`config.mk`:
```
export PLATFORM = sky130hd
export DESIGN_NAME = multi_clk_div_flat
export DESIGN_NICKNAME = d
export VERILOG_FILES = /design/src/rtl/multi_clk_div_pkg.sv /design/src/rtl/multi_clk_div_if.sv /design/src/rtl/multi_clk_div_chan.sv /design/src/rtl/multi_clk_div.sv /design/src/flat_wrapper.sv
export SDC_FILE = /design/constraint.sdc
export NUM_CORES = 1
export LEC_CHECK = 0
export CAP_MARGIN = 20
export CORE_UTILIZATION = 56
export DETAILED_ROUTE_END_ITERATION = 7
export GPL_TIMING_DRIVEN = 0
export PLACE_DENSITY = 0.74
export SLEW_MARGIN = 20
export SYNTH_ARGS = -nofsm -noshare
export SYNTH_HDL_FRONTEND = slang
export SYNTH_SLANG_ARGS = --single-unit
```
`constraint.sdc`:
```
create_clock -name clkin -period 5.1 [get_ports clkin]
set_clock_uncertainty 0.1 [all_clocks]
set_input_delay 1.02 -clock clkin [delete_from_list [all_inputs] [get_ports clkin]]
set_output_delay 1.02 -clock clkin [all_outputs]
set_load 0.05 [all_outputs]
```
`src/rtl/multi_clk_div_pkg.sv`:
```
// Shared types and constant helpers for the multi-channel clock divider.
// Mode encoding, reset-limit derivation and channel-select width.
package clkdiv_pkg;

    typedef enum logic {
        MODE_TOGGLE = 1'b0,
        MODE_PULSE  = 1'b1
    } mode_e;

    // Terminal count giving a 50 % toggle clock at freq from clk_freq.
    function automatic int unsigned def_limit(input int unsigned clk_freq,
                                              input int unsigned freq);
        return clk_freq / 32'd2 / freq - 32'd1;
    endfunction

    function automatic int ch_width(input int nch);
        return (nch > 1) ? $clog2(nch) : 1;
    endfunction

endpackage

```
`src/rtl/multi_clk_div_if.sv`:
```
// Configuration write port of the divider: one strobe, target channel,
// new terminal count and mode.
interface multi_clk_div_if #(
    parameter int NCH = 4,
    parameter int CW  = 32
);
    localparam int CHW = clkdiv_pkg::ch_width(NCH);

    logic           cfg_we;
    logic [CHW-1:0] cfg_ch;
    logic [CW-1:0]  cfg_limit;
    logic           cfg_mode;

    modport master (output cfg_we, output cfg_ch, output cfg_limit, output cfg_mode);
    modport slave  (input  cfg_we, input  cfg_ch, input  cfg_limit, input  cfg_mode);
endinterface

```
`src/rtl/multi_clk_div_chan.sv`:
```
// One divider channel: counter, active and shadow settings, registered
// tick/clkout. Settings written while running wait for the next wrap.
module clkdiv_chan
    import clkdiv_pkg::*;
#(
    parameter int             CW        = 32,
    parameter logic [CW-1:0]  DEF_LIMIT = '0
) (
    input  logic          clkin,
    input  logic          rst_n,
    input  logic          en,
    input  logic          restart,
    input  logic          we,
    input  logic [CW-1:0] cfg_limit,
    input  mode_e         cfg_mode,
    output logic          clkout,
    output logic          tick,
    output logic          pending
);

    logic [CW-1:0] cnt_q, cnt_d;
    logic [CW-1:0] limit_q, limit_d;
    logic [CW-1:0] limit_s_q, limit_s_d;
    mode_e         mode_q, mode_d;
    mode_e         mode_s_q, mode_s_d;
    logic          pending_q, pending_d;
    logic          clkout_q, clkout_d;
    logic          tick_q, tick_d;
    logic          clr_q, clr_d;

    logic wrap;
    logic clk_base;

    assign wrap     = en && (cnt_q >= limit_q);
    // A mode switch at the previous wrap restarts the toggle phase from 0.
    assign clk_base = clr_q ? 1'b0 : clkout_q;

    // NOTE: every signal written here is defaulted first so no path
    // through the if/else tree can leave it unassigned and infer a latch.
    always_comb begin
        cnt_d     = cnt_q;
        limit_d   = limit_q;
        mode_d    = mode_q;
        limit_s_d = limit_s_q;
        mode_s_d  = mode_s_q;
        pending_d = pending_q;
        clkout_d  = clkout_q;
        tick_d    = 1'b0;
        clr_d     = 1'b0;

        if (restart) begin
            cnt_d    = '0;
            clkout_d = 1'b0;
            if (pending_q) begin
                limit_d   = limit_s_q;
                mode_d    = mode_s_q;
                pending_d = 1'b0;
            end
            if (we) begin
                limit_s_d = cfg_limit;
                mode_s_d  = cfg_mode;
                pending_d = 1'b1;
            end
        end else if (we && !en) begin
            // Idle channel: nothing to be glitch-free against, apply at once.
            limit_d   = cfg_limit;
            mode_d    = cfg_mode;
            cnt_d     = '0;
            clkout_d  = 1'b0;
            pending_d = 1'b0;
        end else begin
            if (wrap) begin
                cnt_d    = '0;
                tick_d   = 1'b1;
                clkout_d = (mode_q == MODE_TOGGLE) ? ~clk_base : 1'b1;
                if (pending_q) begin
                    limit_d   = limit_s_q;
                    mode_d    = mode_s_q;
                    pending_d = 1'b0;
                    clr_d     = (mode_s_q != mode_q);
                end
            end else begin
                if (en) begin
                    cnt_d = cnt_q + CW'(1);
                end
                clkout_d = (mode_q == MODE_TOGGLE) ? clk_base : 1'b0;
            end
            // Running channel: last write before the wrap wins the shadow.
            if (we) begin
                limit_s_d = cfg_limit;
                mode_s_d  = cfg_mode;
                pending_d = 1'b1;
            end
        end
    end

    // NOTE: sequential state uses non-blocking assignments so every flop
    // samples the pre-edge values regardless of statement order.
    always_ff @(posedge clkin or negedge rst_n) begin
        if (!rst_n) begin
            cnt_q     <= '0;
            limit_q   <= DEF_LIMIT;
            mode_q    <= MODE_TOGGLE;
            limit_s_q <= DEF_LIMIT;
            mode_s_q  <= MODE_TOGGLE;
            pending_q <= 1'b0;
            clkout_q  <= 1'b0;
            tick_q    <= 1'b0;
            clr_q     <= 1'b0;
        end else begin
            cnt_q     <= cnt_d;
            limit_q   <= limit_d;
            mode_q    <= mode_d;
            limit_s_q <= limit_s_d;
            mode_s_q  <= mode_s_d;
            pending_q <= pending_d;
            clkout_q  <= clkout_d;
            tick_q    <= tick_d;
            clr_q     <= clr_d;
        end
    end

    assign clkout  = clkout_q;
    assign tick    = tick_q;
    assign pending = pending_q;

endmodule

```
`src/rtl/multi_clk_div.sv`:
```
// Multi-channel programmable clock divider / tick generator. Decodes the
// config port into per-channel write strobes and instantiates NCH channels.
module multi_clk_div
    import clkdiv_pkg::*;
#(
    parameter int          NCH      = 4,
    parameter int          CW       = 32,
    parameter int unsigned CLK_FREQ = 100000000,
    parameter int unsigned DEF_FREQ = 500
) (
    input  logic            clkin,
    input  logic            rst_n,
    input  logic [NCH-1:0]  en,
    input  logic            restart,
    multi_clk_div_if.slave  cfg,
    output logic [NCH-1:0]  clkout,
    output logic [NCH-1:0]  tick,
    output logic [NCH-1:0]  pending
);

    localparam int            CHW       = ch_width(NCH);
    localparam logic [CW-1:0] DEF_LIMIT = CW'(def_limit(CLK_FREQ, DEF_FREQ));

    logic [NCH-1:0] we_vec;

    // Channel numbers at or above NCH match no strobe and are dropped.
    always_comb begin
        we_vec = '0;
        for (int i = 0; i < NCH; i++) begin
            if (cfg.cfg_we && (cfg.cfg_ch == CHW'(i))) begin
                we_vec[i] = 1'b1;
            end
        end
    end

    for (genvar i = 0; i < NCH; i++) begin : g_ch
        clkdiv_chan #(
            .CW        (CW),
            .DEF_LIMIT (DEF_LIMIT)
        ) u_chan (
            .clkin     (clkin),
            .rst_n     (rst_n),
            .en        (en[i]),
            .restart   (restart),
            .we        (we_vec[i]),
            .cfg_limit (cfg.cfg_limit),
            .cfg_mode  (mode_e'(cfg.cfg_mode)),
            .clkout    (clkout[i]),
            .tick      (tick[i]),
            .pending   (pending[i])
        );
    end

endmodule

```
`src/flat_wrapper.sv`:
```
// flat-port wrapper written by rule: the top's interface ports become plain ports
module multi_clk_div_flat import clkdiv_pkg::*;
#(
    parameter int          NCH      = 4,
    parameter int          CW       = 32,
    parameter int unsigned CLK_FREQ = 100000000,
    parameter int unsigned DEF_FREQ = 500
)
  (clkin, rst_n, en, restart, clkout, tick, pending, cfg_cfg_we, cfg_cfg_ch, cfg_cfg_limit, cfg_cfg_mode);
  multi_clk_div_if #(.NCH(NCH), .CW(CW)) cfg_i ();
  input  logic clkin;
  input  logic rst_n;
  input  logic [NCH-1:0] en;
  input  logic restart;
  output logic [NCH-1:0] clkout;
  output logic [NCH-1:0] tick;
  output logic [NCH-1:0] pending;
  input wire logic [$bits(cfg_i.cfg_we)-1:0] cfg_cfg_we;
  input wire logic [$bits(cfg_i.cfg_ch)-1:0] cfg_cfg_ch;
  input wire logic [$bits(cfg_i.cfg_limit)-1:0] cfg_cfg_limit;
  input wire logic [$bits(cfg_i.cfg_mode)-1:0] cfg_cfg_mode;
  assign cfg_i.cfg_we = cfg_cfg_we;
  assign cfg_i.cfg_ch = cfg_cfg_ch;
  assign cfg_i.cfg_limit = cfg_cfg_limit;
  assign cfg_i.cfg_mode = cfg_cfg_mode;
  multi_clk_div #(.NCH(NCH), .CW(CW), .CLK_FREQ(CLK_FREQ), .DEF_FREQ(DEF_FREQ)) u_core (.clkin(clkin), .rst_n(rst_n), .en(en), .restart(restart), .cfg(cfg_i), .clkout(clkout), .tick(tick), .pending(pending));
endmodule
```
==> impl_metrics.csv, run 1 <==
group,metric,value,unit
setup_path,worstSetupStartpoint,"restart",
detailed_routing,drt_iter0_drc,1220,
grt,grt_overflow,0,
placement,dpl.cell_count,2700,
placement,hpwl,39300,um
logic_synthesis,ys_seq_elements,408,
setup_path,path_max_fanout,10,
die,rows,72,
detailed_routing,drt.antenna.violating_nets,0,
setup_path,cp-end-kind,"flip-flop",
setup_path,reg2reg_slack,1.86,ns
clock_network,clk_path_buf_depth,3,
power_and_ir_drop,p_switching,2.48,mW
power_and_ir_drop,p_per_area,368,nW/um2
setup_path,r2r-end,"u_core.g_ch[3].u_chan.limit_q[30]",
logic_synthesis,synthCells,2125,
power_and_ir_drop,power_leakage,11.0,nW
power_and_ir_drop,vdd_drop_max,270,uV
final_layout,fin_area,24900,um2
grt,grtUsageTotal,27.9,%
detailed_routing,num_vias,17281,
setup_path,ff2ff_path_depth,11,
setup_path,reg2reg_from,"u_core.g_ch[3].u_chan.limit_q[15]",
clock_network,cts_resized,0,
timing,fin_ws,1.35,ns
grt,gr-usage-met3,4.32,%
timing,max_slew_margin,28.0,%
final_layout,final_common_cell,"dfrtp_1",
clock_network,ctsHoldBuffers,0,
die,die_h,201,um
die,dieArea,40300,um2
detailed_routing,firstDrtPassIters,7,
timing,rsz0062_at_grt,"no",
final_layout,ff_latch_area,10300,um2
logic_synthesis,synth_ff_type,"dfrtp_1",
logic_synthesis,yosys_warnings,0,
detailed_routing,drc_errors,0,
logic_synthesis,synth_nets,2300,
grt,antenna_found_initial,0,
grt,grtUsageMet1,38.6,%
setup_path,arrival,4.09,ns
die,die_w,201,um
grt,grt_pass1_wl,90200,um
detailed_routing,wire_per_inst,20.1,um
setup_path,critPathCapture,"u_core.g_ch[1].u_chan.limit_s_q[23]",
timing,setup_violations,0,
clock_network,numCtsBuffers,44,
die,core,38800,um2
power_and_ir_drop,pwr-share-seq,46.3,%
die,pin_count,55,
clock_network,clkSlewWorstSetupHoldPaths,0.06,ns
setup_path,startpoint_type,"primary input",
grt,top_usage_layer,"met2",
final_layout,layout_common_cells,"328 x dfrtp_1, 151 x inv_1, 133 x mux2_2",
outcome,run_status,"completed",
detailed_routing,routed_wirelength,55800,um
power_and_ir_drop,intPower,6.67,mW
timing,fmax,267,MHz
clock_network,postCtsSetupRepairBufs,0,
clock_network,htreeDepth,2,
detailed_routing,via_per_inst,6.21,
grt,grt_pass1_vias,17205,
final_layout,final_util,64.0,%
logic_synthesis,syn_area,22100,um2
timing,final_hold_viol_count,0,
power_and_ir_drop,clkPwrFrac,35.5,%
clock_network,root_buffer,"clkbuf_16",
die,start_util,56.9,%
power_and_ir_drop,combPwrFrac,18.2,%
logic_synthesis,synth_edf_count,0,
logic_synthesis,synth_cell_types,78,
setup_path,required,5.44,ns
final_layout,drive_gt1_share,16.8,%
flow_run,maxCapViolations,0,
logic_synthesis,syn_avg_cell_area,10.4,um2
grt,grt_start_max_net_pins,104,
final_layout,fillers,3070,
clock_network,clock_latency,0.56,ns
timing,period_minus_slack,3.75,ns
clock_network,clock-sinks,408,
power_and_ir_drop,power_switching_share,27.1,%
placement,gp_congestion,0.852,
timing,min_period_over_period,73.5,%
logic_synthesis,async_reset_ff_share,100,%
setup_path,path_class,"in2reg",
placement,dpl-instance-area,23400,um2
timing,worst_slew_pin_slew,1.07,ns
timing,timing.hold.ws,0.289,ns
grt,use_met2,46.0,%
final_layout,area_growth,12.5,%
final_layout,multiInputGateArea,10600,um2
final_layout,nets,2403,
placement,dp_slack,0.891,ns
final_layout,fin_cells,2783,
placement,port_buffers,53,
min_path,hold_path_class,"in2async",
logic_synthesis,ys_seq_area_share,46.6,%
clock_network,cts_tree,"yes",
timing,maxSlewViolCount,0,
-- per-stage QoR --
step           setup TNS (ns)  total power, mW
2_1_floorplan               0             5.39
4_1_cts                     0             9.19
3_5_place_dp                0             5.94
3_3_place_gp         -5513.28             5.82
5_1_grt                     0             9.56
6_report                    0             9.15
-- power by group through the flow --
stage	Sequential (mW)	Clock (mW)	Combinational (mW)
floorplan	4.17	0	1.22
global route	4.29	3.41	1.85
CTS	4.23	3.29	1.67
detailed placement	4.28	0	1.66
finish	4.23	3.25	1.67
global placement	4.26	0	1.56
-- critical path, cell delays in order --
cell and delay (ns):
clkdlybuf4s50_1 0.58, buf_1 0.71, nor2_1 0.27, nor2_1 0.54, clkbuf_1 0.55, mux2_2 0.41
-- registers in the layout, summed over array words and instances, names as in the netlist --
signal,flops
u_core.g_ch.u_chan.cnt_q,128
u_core.g_ch.u_chan.limit_q,128
u_core.g_ch.u_chan.limit_s_q,128
u_core.g_ch.u_chan.clkout,4
u_core.g_ch.u_chan.clr_q,4
u_core.g_ch.u_chan.mode_q,4
u_core.g_ch.u_chan.mode_s_q,4
u_core.g_ch.u_chan.pending,4
u_core.g_ch.u_chan.tick,4
-- cell families after synthesis --
logic type,count (synthesis),synth area share [%]
mux,139,7.05
fa+ha+maj,132,7.47
simple gates,623,15.1
compound gates,480,15.8
buf+inv,278,5.35
xor+xnor,65,2.58
flops,408,46.6
-- worst min-delay path by stage --
stage                     cells past startpoint  slack (ns)                             endpoint                                start
after floorplan                               1        0.37  u_core.g_ch[3].u_chan.limit_s_q[31]  u_core.g_ch[3].u_chan.limit_s_q[31]
after global placement                        1        0.38  u_core.g_ch[3].u_chan.limit_s_q[13]  u_core.g_ch[3].u_chan.limit_s_q[13]
after detailed placement                      1        0.38  u_core.g_ch[3].u_chan.limit_s_q[29]  u_core.g_ch[3].u_chan.limit_s_q[29]
after CTS                                     1        0.30      u_core.g_ch[3].u_chan.cnt_q[27]                                rst_n
after global routing                          1        0.32      u_core.g_ch[3].u_chan.cnt_q[27]                                rst_n
final                                         1        0.29      u_core.g_ch[3].u_chan.cnt_q[27]                                rst_n
-- layer usage --
metal	part of all wire (%)	routed length, um
met5	0	0
met4	2.3	1270
met3	5.9	3270
met2	48	26600
met1	44	24700
-- cell usage after synthesis, types with 6 or more instances --
master	instances	area share, %
clkbuf_1	78	1.3
buf_4	15	0.51
o311ai_0	10	0.40
a311oi_1	8	0.32
nand2_1	125	2.1
a2bb2oi_1	71	2.8
nand3b_1	76	2.6
dfrtp_1	328	37
or3_1	38	1.1
and4_1	14	0.55
nand3_1	102	2.3
buf_1	7	0.12
nand4_1	40	1.1
a31oi_1	12	0.34
a21o_1	17	0.58
o21ai_0	128	2.9
a21oi_1	74	1.7
a22o_1	8	0.32
xnor2_1	20	0.79
buf_2	19	0.43
nor2_1	120	2.0
and3_1	28	0.79
inv_1	151	2.6
mux2i_1	6	0.27
o22ai_1	33	0.93
xor2_1	45	1.8
nor4_1	9	0.25
buf_6	8	0.41
ha_1	132	7.5
and2_1	6	0.17
mux2_2	133	6.8
a211oi_1	7	0.24
nand2b_1	13	0.37
dfstp_2	80	9.5
a2bb2oi_2	30	2.0
nor3_1	23	0.52
a32oi_1	31	1.2
-- cell type report --
| cell class | count | area share (%) |
|---|---|---|
| repair buffers | 57 | 2.60 |
| plain buffers | 127 | 2.48 |
| diodes | 1 | 0.0101 |
| flip-flops and latches | 408 | 41.5 |
| inverters | 151 | 2.28 |
| clock inverters | 7 | 0.372 |
| clock buffers | 75 | 5.50 |
| well taps | 518 | 2.61 |
| multi-input cells | 1439 | 42.7 |
Note: power is estimated with default switching activity, not from simulation.
==> run 2: changes to the inputs <==
Clock period 5.1 ns to 3.7 ns, I/O delays scaled along.
==> results of run 2 <==
Same layout as run 1 (identical final DEF). Status: completed.
Main changes from that run: setup slack after placement 0.891 ns -> -0.229 ns; setup slack after layout 1.35 ns -> 0.230 ns; hold slack 0.289 ns -> 0.00944 ns; register-to-register setup slack 1.86 ns -> 0.46 ns; total power 9.15 mW -> 12.6 mW; worst IR drop on VDD 270 uV -> 372 uV
